==> src/rtl/vga_display_ctrl.sv <==
// VGA timing generator with renderer-latency-matched colour/sync outputs.
// The counters issue request coordinates (sx, sy); a PIX_LAT-deep delay line
// carries the matching position, active and sync flags so that the external
// renderer's pixel and the built-in test patterns leave the output register
// together with their own sync levels, PIX_LAT+1 cycles after the request.
module vga_display_ctrl #(
  parameter int   H_ACTIVE  = 640,
  parameter int   H_FP      = 16,
  parameter int   H_SYNC    = 96,
  parameter int   H_BP      = 48,
  parameter int   V_ACTIVE  = 480,
  parameter int   V_FP      = 10,
  parameter int   V_SYNC    = 2,
  parameter int   V_BP      = 33,
  parameter logic HSYNC_POL = 1'b0,
  parameter logic VSYNC_POL = 1'b0,
  parameter int   COLOR_W   = 4,
  parameter int   PIX_LAT   = 1,
  parameter int   CNT_W     = 10
) (
  input  logic                   clk_25,
  input  logic                   rst,
  input  logic [1:0]             mode,
  input  logic [3*COLOR_W-1:0]   solid_rgb,
  input  logic [3*COLOR_W-1:0]   pix_rgb,
  output logic [CNT_W-1:0]       sx,
  output logic [CNT_W-1:0]       sy,
  output logic                   req_active,
  output logic [COLOR_W-1:0]     vga_r,
  output logic [COLOR_W-1:0]     vga_g,
  output logic [COLOR_W-1:0]     vga_b,
  output logic                   hsync,
  output logic                   vsync,
  output logic                   frame_start,
  output logic [7:0]             frame_cnt
);

  localparam int H_TOTAL = H_ACTIVE + H_FP + H_SYNC + H_BP;
  localparam int V_TOTAL = V_ACTIVE + V_FP + V_SYNC + V_BP;
  localparam int HS_BEG  = H_ACTIVE + H_FP;
  localparam int HS_END  = HS_BEG + H_SYNC;
  localparam int VS_BEG  = V_ACTIVE + V_FP;
  localparam int VS_END  = VS_BEG + V_SYNC;
  localparam int BAR_W   = H_ACTIVE / 8;
  localparam int RGB_W   = 3 * COLOR_W;
  localparam logic [CNT_W-1:0]   H_LAST = CNT_W'(H_TOTAL - 1);
  localparam logic [CNT_W-1:0]   V_LAST = CNT_W'(V_TOTAL - 1);
  localparam logic [COLOR_W-1:0] C_ONES = '1;
  localparam logic [COLOR_W-1:0] C_ZERO = '0;

  // Elaboration guards: illegal parameter sets stop the build.
  if (COLOR_W < 1 || COLOR_W > 8) begin : g_bad_color_w
    $error("vga_display_ctrl: COLOR_W must be 1..8");
  end
  if (PIX_LAT < 1 || PIX_LAT > 4) begin : g_bad_pix_lat
    $error("vga_display_ctrl: PIX_LAT must be 1..4");
  end
  if (CNT_W < 6 || CNT_W > 30 || (1 << CNT_W) < H_TOTAL || (1 << CNT_W) < V_TOTAL) begin : g_bad_cnt_w
    $error("vga_display_ctrl: CNT_W too small for H_TOTAL/V_TOTAL or the checkerboard bit");
  end
  if (H_ACTIVE < 8 || V_ACTIVE < 1) begin : g_bad_active
    $error("vga_display_ctrl: active area too small for 8 colour bars");
  end

  // Colour bar index: which of the 8 equal-width bars column h falls in.
  function automatic logic [2:0] bar_idx(input logic [CNT_W-1:0] h);
    int k;
    k = int'(h) / BAR_W;
    if (k > 7) k = 7;
    return k[2:0];
  endfunction

  // Colour for one pixel according to the mode latched for its frame.
  function automatic logic [RGB_W-1:0] pattern_rgb(input logic [1:0]       m,
                                                   input logic [CNT_W-1:0] h,
                                                   input logic [CNT_W-1:0] v,
                                                   input logic [RGB_W-1:0] pix,
                                                   input logic [RGB_W-1:0] solid);
    logic [2:0]       k;
    logic [RGB_W-1:0] rgb;
    k = bar_idx(h);
    case (m)
      2'd0:    rgb = pix;
      2'd1:    rgb = {k[2] ? C_ONES : C_ZERO, k[1] ? C_ONES : C_ZERO, k[0] ? C_ONES : C_ZERO};
      2'd2:    rgb = (h[5] ^ v[5]) ? {3{C_ONES}} : {3{C_ZERO}};
      default: rgb = solid;
    endcase
    return rgb;
  endfunction

  logic [CNT_W-1:0] sx_q, sx_d, sy_q, sy_d;
  logic             act_c, hs_c, vs_c, first_c;
  logic [1:0]       mode_c, mode_q;

  // Next position: sx wraps every line, sy advances on each sx wrap.
  always_comb begin
    sx_d = sx_q + CNT_W'(1);
    sy_d = sy_q;
    if (sx_q == H_LAST) begin
      sx_d = '0;
      sy_d = (sy_q == V_LAST) ? '0 : sy_q + CNT_W'(1);
    end
  end

  // Position counters.
  always_ff @(posedge clk_25) begin
    if (rst) begin
      sx_q <= '0;
      sy_q <= '0;
    end else begin
      sx_q <= sx_d;
      sy_q <= sy_d;
    end
  end

  // Flags describing the current request position; the mode seen at (0,0)
  // applies to the whole frame that starts there.
  always_comb begin
    act_c   = (int'(sx_q) < H_ACTIVE) && (int'(sy_q) < V_ACTIVE);
    hs_c    = (int'(sx_q) >= HS_BEG) && (int'(sx_q) < HS_END);
    vs_c    = (int'(sy_q) >= VS_BEG) && (int'(sy_q) < VS_END);
    first_c = (sx_q == '0) && (sy_q == '0);
    mode_c  = first_c ? mode : mode_q;
  end

  // Effective mode: captured at the frame origin and continuously during reset.
  always_ff @(posedge clk_25) begin
    if (rst || first_c) mode_q <= mode;
  end

  assign sx         = sx_q;
  assign sy         = sy_q;
  assign req_active = act_c;

  // ---- delay line: stage i holds the request issued i+1 cycles earlier ----
  logic [CNT_W-1:0]   dl_h_q    [PIX_LAT];
  logic [CNT_W-1:0]   dl_v_q    [PIX_LAT];
  logic [1:0]         dl_mode_q [PIX_LAT];
  logic [PIX_LAT-1:0] dl_act_q, dl_hs_q, dl_vs_q, dl_first_q;

  // Control flags of the delay line; cleared so no pre-reset entry survives.
  always_ff @(posedge clk_25) begin
    if (rst) begin
      dl_act_q   <= '0;
      dl_hs_q    <= '0;
      dl_vs_q    <= '0;
      dl_first_q <= '0;
    end else begin
      dl_act_q[0]   <= act_c;
      dl_hs_q[0]    <= hs_c;
      dl_vs_q[0]    <= vs_c;
      dl_first_q[0] <= first_c;
      for (int i = 1; i < PIX_LAT; i++) begin
        dl_act_q[i]   <= dl_act_q[i-1];
        dl_hs_q[i]    <= dl_hs_q[i-1];
        dl_vs_q[i]    <= dl_vs_q[i-1];
        dl_first_q[i] <= dl_first_q[i-1];
      end
    end
  end

  // Position and mode data of the delay line; meaningless while the flags are clear.
  always_ff @(posedge clk_25) begin
    dl_h_q[0]    <= sx_q;
    dl_v_q[0]    <= sy_q;
    dl_mode_q[0] <= mode_c;
    for (int i = 1; i < PIX_LAT; i++) begin
      dl_h_q[i]    <= dl_h_q[i-1];
      dl_v_q[i]    <= dl_v_q[i-1];
      dl_mode_q[i] <= dl_mode_q[i-1];
    end
  end

  // ---- output stage: joins the delayed request with the renderer pixel ----
  logic [CNT_W-1:0]   h_l, v_l;
  logic [1:0]         mode_l;
  logic               act_l, hs_l, vs_l, first_l;
  logic [RGB_W-1:0]   rgb_l;
  logic [COLOR_W-1:0] vga_r_q, vga_g_q, vga_b_q;
  logic               hsync_q, vsync_q, fs_q;
  logic [7:0]         fc_q;

  assign h_l     = dl_h_q[PIX_LAT-1];
  assign v_l     = dl_v_q[PIX_LAT-1];
  assign mode_l  = dl_mode_q[PIX_LAT-1];
  assign act_l   = dl_act_q[PIX_LAT-1];
  assign hs_l    = dl_hs_q[PIX_LAT-1];
  assign vs_l    = dl_vs_q[PIX_LAT-1];
  assign first_l = dl_first_q[PIX_LAT-1];

  // Colour of the pixel leaving the delay line this cycle.
  always_comb begin
    rgb_l = pattern_rgb(mode_l, h_l, v_l, pix_rgb, solid_rgb);
  end

  // Registered outputs: blanked colour, sync polarity, frame pulse and count.
  always_ff @(posedge clk_25) begin
    if (rst) begin
      vga_r_q <= '0;
      vga_g_q <= '0;
      vga_b_q <= '0;
      hsync_q <= ~HSYNC_POL;
      vsync_q <= ~VSYNC_POL;
      fs_q    <= 1'b0;
      fc_q    <= 8'd0;
    end else begin
      {vga_r_q, vga_g_q, vga_b_q} <= act_l ? rgb_l : '0;
      hsync_q <= hs_l ? HSYNC_POL : ~HSYNC_POL;
      vsync_q <= vs_l ? VSYNC_POL : ~VSYNC_POL;
      fs_q    <= first_l;
      if (first_l) fc_q <= fc_q + 8'd1;
    end
  end

  assign vga_r       = vga_r_q;
  assign vga_g       = vga_g_q;
  assign vga_b       = vga_b_q;
  assign hsync       = hsync_q;
  assign vsync       = vsync_q;
  assign frame_start = fs_q;
  assign frame_cnt   = fc_q;

endmodule

==> config.mk <==
export PLATFORM = sky130hd
export DESIGN_NAME = vga_display_ctrl
export DESIGN_NICKNAME = d
export VERILOG_FILES = /design/src/rtl/vga_display_ctrl.sv
export SDC_FILE = /design/constraint.sdc
export NUM_CORES = 1
export LEC_CHECK = 0
export BUFFER_PORTS_ARGS = -buffer_cell sky130_fd_sc_hd__buf_4
export CAP_MARGIN = 20
export CORE_MARGIN = 5
export CORE_UTILIZATION = 50
export DETAILED_ROUTE_END_ITERATION = 16
export HOLD_SLACK_MARGIN = 0.1
export PLACE_DENSITY_LB_ADDON = 0.12
export SLEW_MARGIN = 20
export SYNTH_ARGS = -nofsm -noshare
export SYNTH_HDL_FRONTEND = slang
export SYNTH_SLANG_ARGS = --single-unit
==> constraint.sdc <==
create_clock -name clk_25 -period 3.2 [get_ports clk_25]
set_input_delay 0.96 -clock clk_25 [delete_from_list [all_inputs] [get_ports clk_25]]
set_output_delay 0.96 -clock clk_25 [all_outputs]
set_load 0.02 [all_outputs]
# Word level (Yosys, flattened, before mapping)
# Memory sizes are Yosys's and may differ from the RTL's.
# Cells that the tools add are included.
totals:
  n_memories: 3
  out_inout_bits: 44
  ramBits: 22
  register_bits: 49
  input_bits: 28
classes:
  order_cmp: 7
  n_reduce_logical: 10
  div_mod_pow: 1
  n_bitwise: 2
  n_addsub: 3
  n_eq_ne: 4
  n_mux: 10
mem_list:
  columns: ["memory", "words", "width", "rd", "rd_ports_with_merged_regs", "wr", "line_no", "text"]
  rows:
  - ["dl_h_q", 1, 10, 1, 0, 1, "136", "logic [CNT_W-1:0] dl_h_q [PIX_LAT];"]
  - ["dl_v_q", 1, 10, 1, 0, 1, "137", "logic [CNT_W-1:0] dl_v_q [PIX_LAT];"]
  - ["dl_mode_q", 1, 2, 1, 0, 1, "138", "logic [1:0] dl_mode_q [PIX_LAT];"]
ops:
  columns: ["op", "n"]
  rows:
  - ["$pmux 12 s3", 1]
  - ["$div 11x8->32 const B", 1]
  - ["$gt 32x4->1 const B", 1]
  - ["$add 10x1->10 const B", 2]
  - ["$eq 10x10->1 const B", 2]
  - ["$logic_not 10->1", 2]
  - ["$lt 10x10->1 const B", 2]
  - ["$lt 10x9->1 const B", 2]
  - ["$mux 12", 1]
  - ["$mux 4", 3]
  - ["$ge 10x10->1 const B", 1]
  - ["$ge 10x9->1 const B", 1]
  - ["$mux 10", 1]
  - ["$add 8x1->8 const B", 1]
  - ["$logic_and 1x1->1", 4]
  - ["$reduce_or 2->1", 2]
  - ["$mux 3", 1]
  - ["$eq 2x1->1 const B", 1]
  - ["$eq 2x2->1 const B", 1]
  - ["$logic_not 2->1", 1]
  - ["$mux 1", 2]
  - ["$mux 2", 1]
  - ["$logic_or 1x1->1", 1]
  - ["$not 1->1", 1]
  - ["$xor 1x1->1", 1]

# Depth between registers and ports, before layout
# An unclocked memory read counts as a cell.
depth:
  ltp_word: 6
  depth_mapped: 10
  ltp_nobuf: 9

# Least setup slack after synthesis
# No wires, ideal clock.
synth_timing:
  kind: "flip-flop to flip-flop"
  start: "memory dl_h_q[0][8]"
  end: "register vga_b_q[0] (netlist: vga_b[0])"
  path_stages_with_launch: 11
  period_less_slack_ns: 2.346
  arrival_ns: 2.206
  n_path_buf: 1
  setup_ns: 0.140
  setup_slack_ns: 0.854
  path_cell_list: "dfxtp_1 > buf_2 > nor2_1 > inv_1 > ha_1 > nor4bb_1 > a2111oi_2 > o41ai_1 > a221oi_4 > o21ai_2 > a32oi_1"
synth_via:
  elab_chain_cells: 6
synth_lines:
  columns: ["item", "line_no", "text"]
  rows:
  - ["from (decl)", "136", null]
  - ["$mem_v2 1x10 (*)", null, null]
  - ["$div 11x8->32 (*)", "68", "k = int'(h) / BAR_W;"]
  - ["$gt 32x4->1", "69", "if (k > 7) k = 7;"]
  - ["$mux 3 (*)", "69", null]
  - ["$mux 4 (*)", "84", "2'd1: rgb = {k[2] ? C_ONES : C_ZERO, k[1] ? C_ONES : C_ZERO, k[0] ? C_ONES : C_ZERO};"]
  - ["$pmux 12 s3 (*)", "82", "case (m)"]
  - ["to (signal assigned)", "207", "{vga_r_q, vga_g_q, vga_b_q} <= act_l ? rgb_l : '0;"]
  - ["to (decl)", "179", "logic [COLOR_W-1:0] vga_r_q, vga_g_q, vga_b_q;"]
# Mark *: on every way between the ends. The rest lies on a longest branch, timed or not.
# A chain may end at the register's enable or synchronous reset.

# Worst setup path after layout
layout_timing:
  start: "memory dl_h_q[0][7]"
  end: "register vga_b_q[0] (netlist: vga_b[0])"
# Same word-level chain as after synthesis.

==> Flow_metrics.wiki <==
{| class="wikitable"
! Metric !! Value
|-
| Result of the run || finished, final reports clean
|-
| Synthesis-to-layout area growth || 27.0%
|-
| Area of the die || 6940 um^2
|-
| Clock root buffer || sky130_fd_sc_hd__clkbuf_8
|-
| Pwr Total || 1.52 mW
|-
| RSZ-0062 raised after global routing || false
|-
| Height of the die || 83.3 um
|-
| Clock buffer count from CTS || 9
|-
| Min-delay worst type || reg -> reg
|-
| Worst path required time || 3.45 ns
|-
| Final period util || 83.6%
|-
| # nets final || 406
|-
| Post-DRT Antenna Nets || 0
|-
| DRC || 0
|-
| Pin count of the biggest net entering global routing || 25
|-
| Final hold violation count || 0
|-
| Slowest cell on crit path || sky130_fd_sc_hd__dfxtp_1
|-
| EDFF count, synth || 2
|-
| Number of cells on the worst reg-to-reg path || 9
|-
| DR pass1 iterations || 4
|-
| YS warnings || 0
|-
| Max Clock Freq || 374 MHz
|-
| Critical path's largest stage delay || 0.59 ns
|-
| Aggregate global routing overflow || 0
|-
| Number of max-cap violations || 0
|-
| Endpoint with the worst hold slack || vsync
|-
| Clock-pin slew on the worst setup and hold paths || 0.06 ns
|-
| End of the worst register-to-register path || vga_b[0]
|-
| Static power due to leakage || 1.43 nW
|-
| Number of buffers added to fix hold violations after cts || 0
|-
| All-layer global routing usage || 18.1%
|-
| Path type of the worst setup path || reg -> reg
|-
| Number of distinct standard cells referenced by the synthesized netlist || 59
|-
| Post-CTS Setup Bufs || 0
|-
| Number of ports placed on the die boundary || 72
|-
| Power density relative to cell area || 444 nW/um^2
|-
| IO Port Bufs || 71
|-
| Vias in the first global route || 2237
|-
| Crit path buffers/inverters || 1
|-
| Average routed wire per standard cell || 13.5 um
|-
| Vias per Instance || 5.26
|-
| Cells traversed along the worst timing path || nor2_1, inv_1, ha_1, nand2b_1, o311ai_1, nor3_1, a221oi_4, o21ai_2, a32oi_1
|-
| Most common library cell in the layout ignoring fill and taps || sky130_fd_sc_hd__buf_4
|-
| Vias post-DR || 2353
|-
| Comb pwr share || 11.2%
|-
| Buffer depth of the longest clock path || 2
|-
| H-tree Lvls || 3
|-
| Diodes inserted || 0
|-
| Clk_lat worst skew || 0.33 ns
|-
| DRT Wirelength || 6.04 mm
|-
| Die W || 83.3 um
|-
| Starting density of the core || 52.0%
|-
| Area fraction of the dominant cell type after synthesis || 41.7%
|-
| Flop pwr share || 51.4%
|-
| Number of synthesized register bits || 58
|-
| Final hold slack || 0.372 ns
|-
| Slew at the pin with the worst max-slew slack || 0.525 ns
|-
| Setup crit start kind || flop
|-
| Count of cells resized by post-cts repair || 0
|-
| Peak ir drop on the vdd network || 0.288 mV
|-
| Internal power || 1.13 mW
|-
| Rows || 26
|-
| Clock tree sinks || 58
|-
| Largest area contributor in the synthesized netlist || sky130_fd_sc_hd__dfxtp_1
|-
| Startpoint of the lowest-slack hold path || dl_vs_q
|-
| CTS tree || yes
|-
| Global-route wire length before repair || 10.4 mm
|-
| Clock period minus worst slack || 2.68 ns
|-
| Weighted congestion reported at the end of routability-driven placement || 0.809
|-
| Combined area of all synthesized cells || 2690 um^2
|-
| Detailed placer's ending HPWL || 4.35 mm
|-
| Number of fillers in the final layout || 432
|-
| Type of destination of the critical path || flop
|-
| CP top delay family || compound AO/OA/AOI/OAI gates
|-
| Top library cells by usage in the layout, fill and taps aside || sky130_fd_sc_hd__buf_4 (71), sky130_fd_sc_hd__dfxtp_1 (56), sky130_fd_sc_hd__nor2_1 (37), sky130_fd_sc_hd__nand2_1 (22), sky130_fd_sc_hd__inv_1 (19)
|-
| Area of the placeable core || 5170 um^2
|-
| Dominant cells by area after synthesis || sky130_fd_sc_hd__dfxtp_1 (42%), sky130_fd_sc_hd__nor2_1 (5.2%), sky130_fd_sc_hd__xor2_1 (4.6%), sky130_fd_sc_hd__a21oi_1 (3.2%), sky130_fd_sc_hd__nand2_1 (3.1%)
|-
| Switching share of total power || 25.2%
|-
| Data arrival, critical path || 2.93 ns
|-
| Post-synthesis sequential area ratio || 43.9%
|-
| Count of final max-slew check failures || 0
|-
| Post-synth net total || 336
|-
| Count of cells along the worst hold path || 1
|-
| Total net switching power || 0.381 mW
|-
| Fraction of layout instances using a drive strength above 1 || 25.5%
|-
| Clock Skew || 0.00465 ns
|-
| Reg-to-Reg Start || dl_h_q[0][7]
|-
| Critical Path Source || dl_h_q[0][7]
|-
| Number of antenna violations at the first check in global routing || 0
|-
| Gate Count Post-Synth || 302
|-
| Setup slack of the most critical reg-to-reg path || 0.52 ns
|-
| Average footprint of a synthesized cell || 8.90 um^2
|-
| Crit-path max FO || 15
|-
| Most used DFF post-synth || sky130_fd_sc_hd__dfxtp_1
|-
| Drt initial violations || 111
|-
| Worst slew margin || 64.5%
|-
| Post-synthesis async set-or-reset flop share || 0%
|-
| Clock power frac || 37.5%
|-
| Total Negative Setup Slacks || 0 ns
|-
| Number of failing setup endpoints in the final timing report || 0
|}
worst register-to-register path, cell delays in order (launching register included):
cell,delay [ns]
sky130_fd_sc_hd__dfxtp_1,0.59
sky130_fd_sc_hd__nor2_1,0.14
sky130_fd_sc_hd__inv_1,0.08
sky130_fd_sc_hd__ha_1,0.25
sky130_fd_sc_hd__nand2b_1,0.20
sky130_fd_sc_hd__o311ai_1,0.44
sky130_fd_sc_hd__nor3_1,0.16
sky130_fd_sc_hd__a221oi_4,0.41
sky130_fd_sc_hd__o21ai_2,0.13
sky130_fd_sc_hd__a32oi_1,0.20
registers in the layout, summed over array words and instances, names as in the netlist:
name,cells
act_l,1
dl_first_q,1
dl_h_q,6
dl_hs_q,1
dl_mode_q,2
dl_v_q,1
dl_vs_q,1
frame_cnt,8
frame_start,1
hsync,1
mode_q,2
sx,10
sy,10
vga_b,4
vga_g,4
vga_r,4
vsync,1
kinds of logic after synthesis:
kind of cell	after synthesis	synth area share [%]
compound gates	60	15.7
xor+xnor	21	6.84
fa+ha+maj	7	3.17
buf+inv	32	5.03
flops	58	43.9
mux	4	1.58
simple gates	120	23.7
power groups by stage:
stage / Clock (mW) / Sequential, mW / Combinational (mW)
floorplan: 0 / 0.808 / 0.0833
global placement: 0 / 0.793 / 0.168
detailed placement: 0 / 0.794 / 0.170
CTS: 0.588 / 0.778 / 0.171
global route: 0.619 / 0.782 / 0.186
finish: 0.568 / 0.778 / 0.169
layer usage:
| metal | track usage (%) | part of all wire, % | up-vias |
|---|---|---|---|
| met3 | 7.72 | 6.8 | 8 |
| li1 | - | - | 1209 |
| met5 | 0 | 0 | - |
| met4 | 7.13 | 1.1 | 0 |
| met1 | 21.7 | 46 | 1081 |
| met2 | 28.6 | 46 | 55 |
worst max-delay path by stage:
stage,endpoint,cells past startpoint
after CTS,vga_b[0],9
after floorplan,vga_b[0],10
after global routing,vga_b[2],9
after global placement,vga_b[0],9
final,vga_b[0],9
after detailed placement,vga_b[0],9
final cells by class:
type / instances / area [um^2] / share of cell area (%)
Timing Repair Buffer: 71 / 533 / 15.6
Clock buffer: 13 / 149 / 4.36
Clock inverter: 3 / 15.0 / 0.440
Sequential cell: 58 / 1180 / 34.6
Multi-Input combinational cell: 212 / 1370 / 40.2
Inverter: 20 / 76.3 / 2.24
Tap cell: 70 / 87.6 / 2.57
through the flow:
step	utilization [%]	std cells	cell area [um^2]	setup slack (ns)
6_report	66.0	447	3410	0.525
5_1_grt	66.0	447	3410	0.254
4_1_cts	66.0	447	3410	0.523
3_5_place_dp	62.8	431	3250	0.528
3_3_place_gp	62.8	431	3250	0.703
2_1_floorplan	-	302	2690	0.854
cells in the mapped netlist, types with 4 or more instances:
master / n
sky130_fd_sc_hd__a21oi_1: 17
sky130_fd_sc_hd__a32oi_1: 4
sky130_fd_sc_hd__clkbuf_1: 7
sky130_fd_sc_hd__dfxtp_1: 56
sky130_fd_sc_hd__ha_1: 6
sky130_fd_sc_hd__inv_1: 19
sky130_fd_sc_hd__nand2_1: 22
sky130_fd_sc_hd__nand2b_1: 9
sky130_fd_sc_hd__nand3_1: 5
sky130_fd_sc_hd__nand4_1: 7
sky130_fd_sc_hd__nor2_1: 37
sky130_fd_sc_hd__nor3_1: 6
sky130_fd_sc_hd__nor4_1: 7
sky130_fd_sc_hd__o21ai_0: 10
sky130_fd_sc_hd__o221ai_1: 4
sky130_fd_sc_hd__o22ai_1: 4
sky130_fd_sc_hd__or3_1: 4
sky130_fd_sc_hd__xnor2_1: 7
sky130_fd_sc_hd__xor2_1: 14
(Power assumes the default switching activity.)
